$ cat src/rtl/rom_port_arbiter_pkg.sv
// Shared definitions for the two-port ROM arbiter: widths, FSM states and
// requester port indices.
package rom_port_arbiter_pkg;

  localparam int unsigned ROM_DATA_W  = 32;
  localparam int unsigned ROM_ADDR_W  = 12;
  localparam int unsigned BURST_CNT_W = 4;

  // Requester indices; last_gnt stores one of these.
  localparam bit P_FETCH = 1'b0;
  localparam bit P_LOAD  = 1'b1;

  typedef enum logic [1:0] {
    ARB  = 2'd0,
    OWN0 = 2'd1,
    OWN1 = 2'd2
  } arb_state_e;

endpackage : rom_port_arbiter_pkg

$ cat src/rtl/rom_port_arbiter_rsp_reg.sv
// Per-port read response register: pulses rvalid one cycle after a grant and
// captures the ROM word; rdata holds between grants.
//   clk, rst_n : clock, async active-low reset
//   i_gnt      : port granted this cycle
//   i_rdata    : combinational ROM data for the granted address
//   o_rvalid   : one-cycle response strobe
//   o_rdata    : registered read data
module rom_rsp_reg #(
  parameter int unsigned DATA_WIDTH = 32
) (
  input  logic                  clk,
  input  logic                  rst_n,
  input  logic                  i_gnt,
  input  logic [DATA_WIDTH-1:0] i_rdata,
  output logic                  o_rvalid,
  output logic [DATA_WIDTH-1:0] o_rdata
);

  logic                  r_rvalid;
  logic [DATA_WIDTH-1:0] r_rdata;

  // Response capture; a reset drops any pending response.
  always_ff @(posedge clk or negedge rst_n) begin
    if (!rst_n) begin
      r_rvalid <= 1'b0;
      r_rdata  <= '0;
    end else begin
      r_rvalid <= i_gnt;
      if (i_gnt) r_rdata <= i_rdata;
    end
  end

  assign o_rvalid = r_rvalid;
  assign o_rdata  = r_rdata;

endmodule : rom_rsp_reg

$ cat src/rtl/rom_port_arbiter.sv
// Round-robin arbiter sharing one combinational ROM between instruction
// fetch (port 0) and data load (port 1), with bounded burst locking.
//   clk, rst_n            : clock, async active-low reset
//   pX_req/addr/lock      : port X request, word address, keep-ownership hint
//   pX_gnt                : port X accepted this cycle (combinational)
//   pX_rvalid/rdata       : port X registered response, one cycle after grant
//   rom_addr / rom_data   : ROM address out, combinational ROM data in
module rom_port_arbiter
  import rom_port_arbiter_pkg::*;
#(
  parameter int unsigned DATA_WIDTH = ROM_DATA_W,
  parameter int unsigned ADDR_WIDTH = ROM_ADDR_W,
  parameter int unsigned MAX_BURST  = 4
) (
  input  logic                  clk,
  input  logic                  rst_n,
  input  logic                  p0_req,
  input  logic [ADDR_WIDTH-1:0] p0_addr,
  input  logic                  p0_lock,
  output logic                  p0_gnt,
  output logic                  p0_rvalid,
  output logic [DATA_WIDTH-1:0] p0_rdata,
  input  logic                  p1_req,
  input  logic [ADDR_WIDTH-1:0] p1_addr,
  input  logic                  p1_lock,
  output logic                  p1_gnt,
  output logic                  p1_rvalid,
  output logic [DATA_WIDTH-1:0] p1_rdata,
  output logic [ADDR_WIDTH-1:0] rom_addr,
  input  logic [DATA_WIDTH-1:0] rom_data
);

  localparam logic [BURST_CNT_W-1:0] BURST_LIMIT = BURST_CNT_W'(MAX_BURST);
  // A burst of one is just a normal grant, so locking never enters OWNx.
  localparam bit LOCK_EN = (MAX_BURST > 1);

  arb_state_e             r_state, w_state_nxt;
  logic [BURST_CNT_W-1:0] r_burst_cnt, w_burst_cnt_nxt;
  logic                   r_last_gnt;
  logic [ADDR_WIDTH-1:0]  r_addr_q;
  logic                   w_gnt0, w_gnt1;
  logic                   w_prio1;
  logic                   w_arb;

  // State, burst count, round-robin pointer and held address.
  always_ff @(posedge clk or negedge rst_n) begin
    if (!rst_n) begin
      r_state     <= ARB;
      r_burst_cnt <= '0;
      r_last_gnt  <= P_LOAD;
      r_addr_q    <= '0;
    end else begin
      r_state     <= w_state_nxt;
      r_burst_cnt <= w_burst_cnt_nxt;
      if (p0_gnt) begin
        r_last_gnt <= P_FETCH;
        r_addr_q   <= p0_addr;
      end else if (p1_gnt) begin
        r_last_gnt <= P_LOAD;
        r_addr_q   <= p1_addr;
      end
    end
  end

  // Next state, burst count and grants. A yielding owner falls through to
  // normal arbitration in the same cycle with the peer favoured.
  always_comb begin
    w_state_nxt     = r_state;
    w_burst_cnt_nxt = r_burst_cnt;
    w_gnt0          = 1'b0;
    w_gnt1          = 1'b0;
    w_prio1         = (r_last_gnt == P_FETCH);
    w_arb           = 1'b1;

    case (r_state)
      OWN0: begin
        if (p0_req && p0_lock && (r_burst_cnt < BURST_LIMIT)) begin
          w_gnt0          = 1'b1;
          w_burst_cnt_nxt = r_burst_cnt + BURST_CNT_W'(1);
          w_arb           = 1'b0;
        end else begin
          w_prio1 = 1'b1;
        end
      end
      OWN1: begin
        if (p1_req && p1_lock && (r_burst_cnt < BURST_LIMIT)) begin
          w_gnt1          = 1'b1;
          w_burst_cnt_nxt = r_burst_cnt + BURST_CNT_W'(1);
          w_arb           = 1'b0;
        end else begin
          w_prio1 = 1'b0;
        end
      end
      default: ;
    endcase

    if (w_arb) begin
      if (p0_req && p1_req) begin
        w_gnt1 = w_prio1;
        w_gnt0 = !w_prio1;
      end else begin
        w_gnt0 = p0_req;
        w_gnt1 = p1_req;
      end
      if (LOCK_EN && w_gnt0 && p0_lock) begin
        w_state_nxt     = OWN0;
        w_burst_cnt_nxt = BURST_CNT_W'(1);
      end else if (LOCK_EN && w_gnt1 && p1_lock) begin
        w_state_nxt     = OWN1;
        w_burst_cnt_nxt = BURST_CNT_W'(1);
      end else begin
        w_state_nxt     = ARB;
        w_burst_cnt_nxt = '0;
      end
    end
  end

  // Grants are suppressed while reset is asserted.
  assign p0_gnt = w_gnt0 & rst_n;
  assign p1_gnt = w_gnt1 & rst_n;

  // Hold the last granted address when idle to keep the ROM bus quiet.
  assign rom_addr = p0_gnt ? p0_addr : (p1_gnt ? p1_addr : r_addr_q);

  rom_rsp_reg #(.DATA_WIDTH(DATA_WIDTH)) u_rsp_p0 (
    .clk      (clk),
    .rst_n    (rst_n),
    .i_gnt    (p0_gnt),
    .i_rdata  (rom_data),
    .o_rvalid (p0_rvalid),
    .o_rdata  (p0_rdata)
  );

  rom_rsp_reg #(.DATA_WIDTH(DATA_WIDTH)) u_rsp_p1 (
    .clk      (clk),
    .rst_n    (rst_n),
    .i_gnt    (p1_gnt),
    .i_rdata  (rom_data),
    .o_rvalid (p1_rvalid),
    .o_rdata  (p1_rdata)
  );

endmodule : rom_port_arbiter

$ cat config.mk
export PLATFORM = sky130hd
export DESIGN_NAME = rom_port_arbiter
export DESIGN_NICKNAME = d
export VERILOG_FILES = /design/src/rtl/rom_port_arbiter_pkg.sv /design/src/rtl/rom_port_arbiter_rsp_reg.sv /design/src/rtl/rom_port_arbiter.sv
export SDC_FILE = /design/constraint.sdc
export NUM_CORES = 1
export LEC_CHECK = 0
export BUFFER_PORTS_ARGS = -buffer_cell sky130_fd_sc_hd__buf_2
export CAP_MARGIN = 20
export CORE_MARGIN = 2
export CORE_UTILIZATION = 45
export CTS_CLUSTER_SIZE = 40
export DETAILED_ROUTE_END_ITERATION = 16
export GPL_TIMING_DRIVEN = 0
export PLACE_DENSITY = 0.78
export SLEW_MARGIN = 20
export SYNTH_ARGS = -nofsm -noshare
export SYNTH_HDL_FRONTEND = slang
export SYNTH_SLANG_ARGS = --single-unit
$ cat constraint.sdc
create_clock -name clk -period 2.3 [get_ports clk]
set_clock_uncertainty 0.05 [all_clocks]
set_input_delay 0.115 -clock clk [delete_from_list [all_inputs] [get_ports clk]]
set_output_delay 0.115 -clock clk [all_outputs]
set_load 0.05 [all_outputs]
==> results.ini, run 1 <==
[global_routing]
grt_max_degree=59
grt_pass1_vias=3492
overflow=0
grt_pass1_wl_um=19090
antenna_found_initial=0
track_usage=0.2522

[worst_setup_path]
rr_worst_depth=12
crit_required_ns=2.13
cp_max_fo=7
critPathLaunchType=register
rr_endpoint=u_rsp_p1.o_rdata[6]$_DFFE_PN0N_
slowest_delay_ns=0.43
reg2reg_from=r_state[0]$_DFFE_PN0P_
crit_path_top_delay_cell=dfrtp_1
cp_common_cell=buf_6
r2r_slack_ns=-0.43
arrival_ns=2.65
critPathCaptureType=output pin
crit_chain=inv_2, ha_4, a211oi_4, buf_4, or3_4, buf_6, clkbuf_16, o211ai_1, a31oi_4, buf_6
critPathKind=register to output pin
worst-path-buf-inv=5
path_delay_family=buffers and inverters

[finish]
area_delta_synth_final_pct=65.19
layout_commonest_cell=buf_2
fin_nets=563
antennaDiodeCount=0
final_cell_mix=126 x buf_2, 83 x dfrtp_1, 64 x mux2_4
fin_util=0.7763
drive_above_1_share=0.6302

[synthesis]
ys_top_cells_by_area=dfrtp_1 54%, mux2_4 21%, o211ai_1 4.8%
yosysSeqAreaShare=0.5457
synth-main-ff-cell=dfrtp_1
synth_top_area_cell=dfrtp_1
ys_seq_elements=85
ys_warn_count=0
syn_inst=265
ys_async_sr_fraction=1.000
syn-num-nets=330
synth_edf_count=0
netlist.area_leader.share=0.5390
ys_types=38
avgSynthCellArea_um2=14.72
netlist_area_um2=3900

[routing]
first_pass_iters=4
first_iter_violations=77
drc=0
vias=3206
vias_per_cell=5.273
wire_per_inst_um=19.13
wl_um=11630
ant_nets=0

[sta]
fin_ws_ns=-0.5174
fin_crit_ns=2.817
hold_viol_final=0
worst_pin_slew_ns=0.4890
fin_crit_sh=1.225
max_slew_margin=0.6740
setup-violations-final=84
clock.fmax_mhz=354.9
whs_ns=0.04603
drv_slew=0
rsz0062_at_grt=true

[placement]
place_worst_setup_slack_ns=-0.3908
dp.final_hpwl_um=6324
portBuffers=141
gp_congestion=0.8405

[cts]
cts-buffers-inserted=9
root_buffer=clkbuf_8
cts_max_path_buffers=2
clk_latency_ns=0.35
htreeDepth=3
clock_sinks=85
cts_tree=done
path_clk_slew_ns=0.09

[min_path]
worst_hold_path.endpoint=r_state[0]$_DFFE_PN0P_
hold_depth=3
min_from=p0_lock
min_path_type=primary input to register

[floorplan]
placementRows=33
fp.dieH_um=97.10
initial_utilization=0.4699
pin_count=142
die_w_um=97.10
die_area_um2=9427
core_area_um2=8299

[outcome]
violations=setup timing
outcome=complete, but fails checks

[run]
maxCapViolations=0

-- cells by family after synthesis --
group / synth area share
adder cells (fa/ha/maj): 0.009626
XOR/XNOR: 0.004492
AND/OR/NAND/NOR: 0.06128
AO/OA/AOI/OAI: 0.09753
buffers and inverters: 0.04459
flip-flops: 0.5457
multiplexers: 0.2368
-- sequential cells by signal, indices dropped and copies added, names as in the netlist --
signal / cells
r_last_gnt: 1
u_rsp_p1.o_rvalid: 1
u_rsp_p0.o_rvalid: 1
u_rsp_p0.o_rdata: 32
u_rsp_p1.o_rdata: 32
r_state: 2
r_burst_cnt: 4
r_addr_q: 12
-- final cells by class --
cell class	instances	area [um^2]
buffer	17	225.2
clock buffer	10	137.6
clock inverter	6	70.07
fill	466	1857
inverter	6	30.03
multi-input combinational	157	1917
sequential	85	2130
tap	105	131.4
timing repair buffer	222	1802
-- cells in the mapped netlist (3+ instances only) --
master and n:
a31oi_1 13, buf_12 3, buf_6 5, clkbuf_1 8
dfrtp_1 84, ha_1 3, inv_1 5, mux2_2 10
mux2_4 54, nand2_1 8, nor2_1 3, nor3_1 13
o211ai_1 25
-- tightest hold or removal path, stage by stage --
cell and delay, ns:
buf_2 0.13, o31ai_1 0.09, o21ai_0 0.07
-- per-layer routing --
metal,vias up,track usage,wire length [um]
met1,1621,0.3354,5016
met2,121,0.4375,5960
met5,-,0,0
met3,13,0.04964,556
met4,0,0.04117,99
li1,1451,-,-
-- timing repair --
item	in CTS	in global routing
hold buffers	37	0
buffers inserted	34	5
hold endpoints to repair	91	0
resized for setup	92	14
pin swaps	24	12
endpoints found under the setup margin	88	91
gates cloned	6	0
-- how the worst max path moves through the flow --
| stage | slack, ns | from | cells after the start | to |
|---|---|---|---|---|
| floorplan | -0.1 | r_burst_cnt[3]$_DFFE_PN0P_ | 8 | r_addr_q[10]$_DFF_PN0_ |
| global placement | -0.98 | rst_n | 6 | rom_addr[7] |
| detailed placement | -0.39 | r_state[1]$_DFFE_PN0P_ | 10 | rom_addr[10] |
| CTS | -0.50 | r_state[1]$_DFFE_PN0P_ | 11 | rom_addr[7] |
| global route | -0.65 | r_state[0]$_DFFE_PN0P_ | 10 | rom_addr[9] |
| finish | -0.52 | r_state[0]$_DFFE_PN0P_ | 10 | rom_addr[8] |
-- metrics by stage --
stage,instance area (um^2),cells,TNS [ns]
floorplan,4151,265,-2.404
global placement,4989,511,-74.09
detailed placement,5019,512,-14.56
CTS,6422,605,-27.40
global route,6442,608,-34.80
finish,6442,608,-25.67
Power of run 1 is left out: the tool's default activity adds up to more than one toggle a clock period on the data nets, which glitch-free logic cannot reach.
==> run 2, diff against run 1 <==
==> constraint.sdc (replaced) <==
create_clock -name clk -period 2.4 [get_ports clk]
set_clock_uncertainty 0.05 [all_clocks]
set_input_delay 0.12 -clock clk [delete_from_list [all_inputs] [get_ports clk]]
set_output_delay 0.12 -clock clk [all_outputs]
set_load 0.05 [all_outputs]
==> results.ini, run 2 (synthesis results as in run 1) <==
[outcome]
outcome=complete, but fails checks
violations=setup timing

[sta]
setup-violations-final=45
fin_ws_ns=-0.3528
worst_pin_slew_ns=0.4714
rsz0062_at_grt=true
hold_viol_final=0
finalSetupTns_ns=-6.536
fin_crit_sh=1.147
drv_slew=0
max_slew_margin=0.6857
clock.fmax_mhz=363.3
fin_crit_ns=2.753

[finish]
area_delta_synth_final_pct=60.51
final_cell_mix=126 x buf_2, 83 x dfrtp_1, 58 x mux2_4
fin_cells=601
antennaDiodeCount=0
fillCellCount=484
regArea_um2=2130
drive_above_1_share=0.6270
fin_nets=556
layout_commonest_cell=buf_2
multi_input_area_um2=1919

[floorplan]
die_area_um2=9427
initial_utilization=0.4699
pin_count=142
core_area_um2=8299
die_w_um=97.10
placementRows=33
fp.dieH_um=97.10

[worst_setup_path]
critPathLaunchType=register
arrival_ns=2.58
critPathCaptureType=output pin
rr_endpoint=u_rsp_p1.o_rdata[8]$_DFFE_PN0N_
critPathKind=register to output pin
reg2reg_from=r_state[1]$_DFFE_PN0P_
rr_worst_depth=10
cp_max_fo=6
crit_required_ns=2.23
r2r_slack_ns=-0.11

[cts]
cts_tree=done
clk_latency_ns=0.36
htreeDepth=3
clock_sinks=85
cts-buffers-inserted=9
path_clk_slew_ns=0.10
root_buffer=clkbuf_8
cts_max_path_buffers=2

[routing]
wl_um=11830
wire_per_inst_um=19.69
drc=0
first_iter_violations=94
first_pass_iters=6
vias_per_cell=5.343
ant_nets=0
vias=3211

[placement]
dp_cells=512
portBuffers=141
dp.final_hpwl_um=6376
gp_congestion=0.7717

[min_path]
worst_hold_path.endpoint=r_addr_q[3]$_DFF_PN0_
min_from=p0_addr[3]
min_path_type=primary input to register
hold_depth=3

[run]
maxCapViolations=0

[global_routing]
antenna_found_initial=0
track_usage=0.2576
grt_pass1_wl_um=19310
grt_max_degree=51
overflow=0
grt_pass1_vias=3525

## run 2: timing repair
item | in CTS | in global routing
buffers inserted | 27 | 9
cloned | 4 | 0
pin swaps | 22 | 9
resized for setup | 72 | 17
setup endpoints to repair | 82 | 76
hold buffers | 37 | 0
hold endpoints to repair | 98 | 0
## run 2: cell type report
cell class	instances	area share
clock inverters	7	0.01399
clock buffers	9	0.01979
multi-input cells	157	0.3066
plain buffers	15	0.03058
well taps	105	0.02099
repair buffers	217	0.2630
inverters	6	0.004797
flip-flops and latches	85	0.3402
## run 2: layer usage
layer / wire length [um] / GRT usage / share of wire / vias to the layer above
met5: 0 / 0 / 0 / -
met4: 206 / 0.08234 / 0.017 / 0
met3: 747 / 0.05827 / 0.063 / 17
met2: 6007 / 0.4450 / 0.51 / 137
met1: 4870 / 0.3216 / 0.41 / 1625
li1: - / - / - / 1432
## run 2: through the flow
stage | setup WS, ns | utilization | area (um^2) | hold slack (ns)
floorplan | 0.008615 | - | 4131 | -0.2256
global route | -0.4520 | 0.7543 | 6260 | 0.03917
detailed placement | -0.3039 | 0.6023 | 4999 | 0.07231
global placement | -0.9245 | 0.5987 | 4969 | 0.3150
CTS | -0.3650 | 0.7484 | 6211 | 0.008153
finish | -0.3528 | 0.7543 | 6260 | 0.04757
## run 2: worst max-delay path by stage
stage	start	endpoint	slack, ns	depth (start not counted)
final	r_state[1]$_DFFE_PN0P_	rom_addr[4]	-0.35	9
after global routing	r_state[0]$_DFFE_PN0P_	rom_addr[1]	-0.45	9
after CTS	r_state[1]$_DFFE_PN0P_	rom_addr[9]	-0.36	11
after detailed placement	r_state[1]$_DFFE_PN0P_	rom_addr[8]	-0.30	9
after global placement	rst_n	rom_addr[2]	-0.92	8
after floorplan	r_burst_cnt[3]$_DFFE_PN0P_	r_addr_q[2]$_DFF_PN0_	0.009	8
## run 2: critical path, stage by stage (launching register included)
cell	delay [ns]
dfrtp_1	0.41
buf_6	0.13
ha_4	0.28
nand2_4	0.07
a31oi_4	0.12
or3_4	0.41
clkbuf_8	0.18
o211ai_1	0.32
a31oi_4	0.14
buf_6	0.17
Power of run 2 is left out for the same reason.
==> run 3, diff against run 2 <==
--- a/config.mk
+++ b/config.mk
@@ -8,11 +8,11 @@
 export BUFFER_PORTS_ARGS = -buffer_cell sky130_fd_sc_hd__buf_2
 export CAP_MARGIN = 20
 export CORE_MARGIN = 2
-export CORE_UTILIZATION = 45
+export CORE_UTILIZATION = 32
 export CTS_CLUSTER_SIZE = 40
 export DETAILED_ROUTE_END_ITERATION = 16
 export GPL_TIMING_DRIVEN = 0
-export PLACE_DENSITY = 0.78
+export PLACE_DENSITY = 0.59
 export SLEW_MARGIN = 20
 export SYNTH_ARGS = -nofsm -noshare
 export SYNTH_HDL_FRONTEND = slang
==> results.ini, run 3 (synthesis results as in run 1) <==
[sta]
worst_pin_slew_ns=0.5363
hold_viol_final=32
fin_crit_sh=1.142
max_slew_margin=0.6425
finalSetupTns_ns=-4.039
setup-violations-final=29
whs_ns=-0.2911
clock.fmax_mhz=364.9
fin_crit_ns=2.741
rsz0062_at_grt=true
drv_slew=0
fin_ws_ns=-0.3405

[finish]
fin_cells=637
drive_above_1_share=0.6265
fillCellCount=1020
multi_input_area_um2=1898
area_delta_synth_final_pct=59.99
fin_util=0.5217
antennaDiodeCount=0
fin_nets=550
final_cell_mix=126 x buf_2, 83 x dfrtp_1, 57 x mux2_4
regArea_um2=2130
layout_commonest_cell=buf_2

[routing]
ant_nets=0
drc=0
first_pass_iters=4
vias=3089
vias_per_cell=4.849
wl_um=10340
wire_per_inst_um=16.23
first_iter_violations=138

[floorplan]
fp.dieH_um=114.4
placementRows=40
initial_utilization=0.3260
pin_count=142
core_area_um2=11960
die_area_um2=13090
die_w_um=114.4

[cts]
clock_sinks=85
hold_buffers=32
htreeDepth=3
path_clk_slew_ns=0.06
cts-buffers-inserted=9
cts_tree=done
cts_max_path_buffers=2
root_buffer=clkbuf_16
clk_latency_ns=0.33

[placement]
portBuffers=141
gp_congestion=0.7911
dp_cells=554
dp.final_hpwl_um=6528

[worst_setup_path]
critPathCaptureType=output pin
critPathLaunchType=register
critPathKind=register to output pin
cp_max_fo=6
crit_required_ns=2.23
arrival_ns=2.57

[global_routing]
grtUsageMet2=0.2552
grt_pass1_wl_um=16460
grt_use_met3=0.04182
grt_max_degree=55
antenna_found_initial=0
track_usage=0.1590
grt_pass1_vias=3242
grt_busiest_layer=met2
overflow=0
grt_use_met1=0.2057

[outcome]
violations=hold timing, setup timing
outcome=complete, but fails checks

[run]
maxCapViolations=0

[min_path]
min_path_type=primary input to async pin

run 3: path summary, 6_finish.rpt:
kind / startpoint / endpoint / slack (ns) / cells past startpoint
worst min register to register: u_rsp_p1.o_rdata[23]$_DFFE_PN0N_ / u_rsp_p1.o_rdata[23]$_DFFE_PN0N_ / 0.45 / 1
min in group clk: p1_lock / r_state[1]$_DFFE_PN0P_ / 0.05 / 3
worst min-delay path: rst_n / u_rsp_p0.o_rdata[14]$_DFFE_PN0P_ / -0.29 / 1
max in group asynchronous: rst_n / r_burst_cnt[2]$_DFFE_PN0P_ / 1.92 / 2
worst max register to register: r_burst_cnt[2]$_DFFE_PN0P_ / u_rsp_p1.o_rdata[22]$_DFFE_PN0N_ / -0.06 / 10
worst max-delay path: r_state[0]$_DFFE_PN0P_ / rom_addr[8] / -0.34 / 10
run 3: metrics by stage:
| step | area [um^2] | setup WS (ns) |
|---|---|---|
| after CTS | 6100 | -0.3491 |
| after detailed placement | 5051 | -0.3267 |
| after global routing | 6240 | -0.4439 |
| final | 6240 | -0.3405 |
| after global placement | 5021 | -1.008 |
| after floorplan | 4131 | 0.008615 |
run 3: final cells by class:
class	instances	area share
Sequential cell	85	0.3413
Inverter	6	0.004813
Tap cell	147	0.02948
Timing Repair Buffer	211	0.2438
Clock inverter	5	0.009224
Clock buffer	11	0.03890
Multi-Input combinational cell	157	0.3042
Buffer	15	0.02827
run 3: what timing repair did:
item / CTS / global route
setup endpoints to repair: 66 / 76
resized for setup: 64 / 18
gates cloned: 2 / 1
pin swaps: 13 / 29
buffers inserted: 23 / 11
endpoints found under the hold margin: 96 / 32
run 3: worst max-delay path, cell delays in order (launching register included):
cell      delay (ns)
dfrtp_1         0.42
inv_2           0.07
ha_4            0.29
nand2_4         0.08
a31oi_4         0.11
buf_6           0.14
nor4_4          0.35
buf_4           0.20
o211ai_1        0.13
a31oi_4         0.25
buf_6           0.18
run 3: routing by layer:
| layer | up-vias | share of wire |
|---|---|---|
| met5 | - | 0 |
| met2 | 130 | 0.46 |
| li1 | 1433 | - |
| met4 | 0 | 0.017 |
| met1 | 1511 | 0.45 |
| met3 | 15 | 0.068 |
Power of run 3 is left out for the same reason.
